**src/rtl/shape_processor_apb_bridge.sv**
```systemverilog
// APB slave front-end for shape_processor: posts CTRL writes into an in-order buffer
// and turns CTRL reads into a single read strobe once every earlier write has drained.
module shape_processor_apb_bridge #(
  parameter int unsigned ADDR_WIDTH = 8,
  parameter int unsigned CTRL_ADDR  = 0,
  parameter int unsigned WBUF_DEPTH = 4,
  localparam int unsigned LVL_W     = $clog2(WBUF_DEPTH + 1)
) (
  input  logic                  clk,
  input  logic                  rst,
  input  logic                  psel,
  input  logic                  penable,
  input  logic                  pwrite,
  input  logic [ADDR_WIDTH-1:0] paddr,
  input  logic [31:0]           pwdata,
  output logic                  pready,
  output logic [31:0]           prdata,
  output logic                  pslverr,
  input  logic                  busy,
  output logic                  write,
  output logic [31:0]           write_data,
  output logic                  read,
  input  logic [31:0]           read_data,
  output logic [LVL_W-1:0]      wbuf_level
);

  localparam int unsigned PTR_W = (WBUF_DEPTH > 1) ? $clog2(WBUF_DEPTH) : 1;

  typedef enum logic [1:0] {IDLE, RD_WAIT, RD_ISSUE, RD_RESP} state_t;

  state_t             state_q, state_d;
  logic [31:0]        mem [WBUF_DEPTH];
  logic [PTR_W-1:0]   wr_ptr, rd_ptr;
  logic [LVL_W-1:0]   level;
  logic               access, ctrl_hit, not_full, push, pop;

  assign access     = psel && penable;
  assign ctrl_hit   = (paddr == ADDR_WIDTH'(CTRL_ADDR));
  assign not_full   = (level < LVL_W'(WBUF_DEPTH));
  assign wbuf_level = level;

  // Pointer wrap handles non-power-of-2 depths.
  function automatic logic [PTR_W-1:0] ptr_inc(input logic [PTR_W-1:0] p);
    return (p == PTR_W'(WBUF_DEPTH - 1)) ? '0 : p + PTR_W'(1);
  endfunction

  always_ff @(posedge clk or posedge rst) begin
    if (rst) state_q <= IDLE;
    else     state_q <= state_d;
  end

  always_comb begin
    state_d = state_q;
    pready  = 1'b0;
    pslverr = 1'b0;
    push    = 1'b0;
    read    = 1'b0;
    case (state_q)
      IDLE: begin
        if (access) begin
          if (!ctrl_hit) begin
            pready  = 1'b1;
            pslverr = 1'b1;
          end else if (pwrite) begin
            pready = not_full;
            push   = not_full;
          end else begin
            state_d = (level == '0) ? RD_ISSUE : RD_WAIT;
          end
        end
      end
      RD_WAIT:  if (level == '0) state_d = RD_ISSUE;
      RD_ISSUE: begin
        read    = 1'b1;
        state_d = RD_RESP;
      end
      RD_RESP: begin
        pready  = 1'b1;
        state_d = IDLE;
      end
      default:  state_d = IDLE;
    endcase
    // Keep the APB side quiet while reset is held, even with an access on the bus.
    if (rst) begin
      pready  = 1'b0;
      pslverr = 1'b0;
      push    = 1'b0;
    end
  end

  // The read strobe owns its cycle; drain resumes afterwards.
  assign write      = (level != '0) && !busy && (state_q != RD_ISSUE) && !rst;
  assign pop        = write;
  assign write_data = (level != '0) ? mem[rd_ptr] : 32'd0;

  always_ff @(posedge clk) begin
    if (push) mem[wr_ptr] <= pwdata;
  end

  always_ff @(posedge clk or posedge rst) begin
    if (rst) begin
      wr_ptr <= '0;
      rd_ptr <= '0;
      level  <= '0;
    end else begin
      if (push) wr_ptr <= ptr_inc(wr_ptr);
      if (pop)  rd_ptr <= ptr_inc(rd_ptr);
      case ({push, pop})
        2'b10:   level <= level + LVL_W'(1);
        2'b01:   level <= level - LVL_W'(1);
        default: level <= level;
      endcase
    end
  end

  always_ff @(posedge clk or posedge rst) begin
    if (rst)                        prdata <= '0;
    else if (state_q == RD_ISSUE)   prdata <= read_data;
  end

endmodule

```
**config.mk**
```make
export PLATFORM = sky130hd
export DESIGN_NAME = shape_processor_apb_bridge
export DESIGN_NICKNAME = d
export VERILOG_FILES = /design/src/rtl/shape_processor_apb_bridge.sv
export SDC_FILE = /design/constraint.sdc
export NUM_CORES = 1
export LEC_CHECK = 0
export CORE_AREA = 4 4 117 119
export DETAILED_ROUTE_END_ITERATION = 8
export DIE_AREA = 0 0 121 123
export PLACE_DENSITY = 0.95
export SLEW_MARGIN = 0
export SYNTH_ARGS = -nofsm -noshare
export SYNTH_HDL_FRONTEND = slang
export SYNTH_SLANG_ARGS = --single-unit
```
**constraint.sdc**
```tcl
create_clock -name clk -period 4.8 [get_ports clk]
set_input_delay 0.72 -clock clk [delete_from_list [all_inputs] [get_ports clk]]
set_output_delay 0.72 -clock clk [all_outputs]
set_load 0.01 [all_outputs]
```
==> reports/metrics.cfg <==
[worst_setup_path]
crit_start = rd_ptr[0]
worst-path-max-fanout = 23
cp.arrival_ns = 2.85
r2r_setup_slack_ns = 2.16
reg2regPathDepth = 5
r2r_start = state_q[0]
start_kind = flip-flop
required_ns = 4.08
end_kind = output pin
critPathKind = reg -> out
r2r-end = mem[1][13]

[synthesis]
yosysWarnings = 0
yosysMostFrequentCell = edfxtp_1
synth_edf_count = 128
yosys_most_used_dff = edfxtp_1
synth.cells.most_frequent = 128 x edfxtp_1, 41 x dfrtp_1, 34 x mux2_2
syn_inst = 337
synthArstFlopShare_pct = 24.3
seq_area_frac_synth_pct = 72.2
synth_area_per_cell_sq_um = 20.0
yosysUniqueCellTypes = 31
synth_fp_nets = 427
synth_top_cell_by_area = edfxtp_1
synth.top_cell.area_share_pct = 57.0
ys_ff_latch = 169
synth_area_leaders = edfxtp_1 57%, dfrtp_1 15%, mux4_2 11%
syn_area_sq_mm = 0.00674

[timing]
finalCritPeriodShare_pct = 74.4
setup_viol = 0
clock_skew_ns = 0.00527
holdWs_ns = 0.504
fin_setup_tns_ns = 0
report.final.hold_viol_count = 0
fmax_mhz = 280
worst_pin_slew_ns = 0.875
setup_ws_ns = 1.23
max_slew_margin_pct = 41.6
fin_crit_ns = 3.57
finalMaxSlewViolations = 0
grt_setup_unrepaired = no

[drt]
dr.pass1.iters = 4
wl_um = 13900
avgViaCountPerCell = 5.39
dr.first_iter.drc_count = 201
highest_layer = met4
vias = 3647
wl_met1_um = 5470
wl_met3_um = 1210
drc_errors = 0
dr_wl_met2_um = 7090
drt-wirelength-per-cell_um = 20.6
ant_nets = 0

[clock_tree]
post_cts_resized = 0
path_clk_slew_ns = 0.06
clock-sinks = 169
cts_tree = yes
cts_max_level = 4
clock_latency_ns = 0.41
cts-hold-fix-buffers = 0
max-clock-path-buffers = 2
cts_buffers = 17
post_cts_buffers = 0
cts.root.buffer_cell = clkbuf_16

[outcome]
status = finished, final reports clean

[global_route]
grt_max_degree = 35
grt-ovfl-total = 0
grt_pass1_wl_um = 21800
antenna_found_initial = 0
track_usage_pct = 19.8
grt_pass1_vias = 3986

[final_layout]
nets = 584
layout-drive-gt1-share_pct = 22.4
area_delta_synth_final_pct = 33.6
num_antenna_cells = 0
stdcell_count = 677
fillers = 773

[placement]
dp.cells = 647
dp_slack_ns = 1.53
hpwl_um = 9300
placement.io_buffers = 148
gp_congestion = 0.760

[die]
core_sq_mm = 0.0126
rows = 41
io_pins = 149
dieArea_sq_mm = 0.0149
initial_core_util_pct = 53.7
die_h_um = 123
die_w_um = 121

[job]
max-cap-violations = 0

[min_path]
whs_endpoint = prdata[3]
min_from = prdata[3]
min_path_type = reg -> reg
min_path_cells = 1

[pwr]
leakage_uw = 0.00317
cellPowerDensity_mw_per_mm2 = 575
vdd_ir_drop_max_uv = 522

## flip-flops by register name, indices dropped and copies added, names as in the netlist
signal	count
wr_ptr	2
wbuf_level	3
state_q	2
mem	128
prdata	32
rd_ptr	2
## layout by cell type, fill, tap and decap left out, types with 2 or more instances in the layout
cell | synthesis | final
mux2i_1 | 4 | 4
dfrtp_1 | 41 | 40
and2_2 | 4 | 4
clkbuf_16 | 0 | 17
nor2b_1 | 32 | 32
nand2_1 | 2 | 2
clkdlybuf4s50_1 | 0 | 148
clkinvlp_4 | 0 | 3
mux2_4 | 2 | 2
buf_4 | 3 | 5
ha_1 | 11 | 11
inv_6 | 0 | 2
inv_1 | 9 | 9
clkinv_1 | 0 | 2
nor2_1 | 4 | 4
xor2_1 | 2 | 2
mux2_2 | 34 | 34
mux4_2 | 32 | 32
edfxtp_1 | 128 | 128
nor4_4 | 3 | 3
bufinv_16 | 0 | 4
## layout make-up
type                    instances  area, sq um  share of cell area [%]
flip-flops and latches        169         4870                    54.1
multi-input cells             143         1760                    19.6
repair buffers                153         1520                    16.9
clock buffers                  17          425                    4.72
well taps                     172          215                    2.39
clock inverters                13          178                    1.97
inverters                      10         37.5                   0.417
## metal layers
| metal | vias to the layer above | global-route usage [%] |
|---|---|---|
| met1 | 1841 | 23.5 |
| met2 | 177 | 34.0 |
| met4 | 0 | 6.09 |
| li1 | 1615 | - |
| met5 | - | 0 |
| met3 | 14 | 7.46 |
## where the power goes
part | total (uW) | leakage [uW] | switching [uW] | internal, uW
registers | 1900 | 0.00165 | 151 | 1740
logic | 1890 | 0.00124 | 749 | 1140
clock network | 1390 | 0.000283 | 530 | 861
total | 5180 | 0.00317 | 1430 | 3740
## logic make-up after synthesis
kind of cell / Yosys count / share of synthesized area (%)
xor+xnor: 3 / 0.390
buf+inv: 25 / 1.67
mux: 72 / 17.4
fa+ha+maj: 12 / 2.34
compound gates: 5 / 0.538
flops: 169 / 72.2
simple gates: 51 / 5.45
## worst max-delay path by stage
stage                     slack, ns            end  cells after the start
final                          1.23  write_data[7]                      4
after global routing           0.99  write_data[6]                      4
after floorplan                2.28  wbuf_level[2]                     10
after CTS                      1.12  write_data[6]                      4
after detailed placement       1.53     mem[1][20]                      5
after global placement         1.58          write                      3
## through the flow
stage / power, uW / instance area (sq um) / util [%]
6_report: 5180 / 9010 / 71.7
4_1_cts: 5240 / 9010 / 71.7
3_3_place_gp: 3780 / 8400 / 66.9
3_5_place_dp: 3830 / 8400 / 66.9
2_1_floorplan: 2910 / 6740 / -
5_1_grt: 5430 / 9010 / 71.7
## worst max-delay path: stages, from the launching register on
cell,delay [ns]
dfrtp_2,0.82
buf_4,0.39
mux4_2,0.55
nor2b_1,0.16
clkdlybuf4s50_1,0.49
Power figures use the tool's default switching activity.
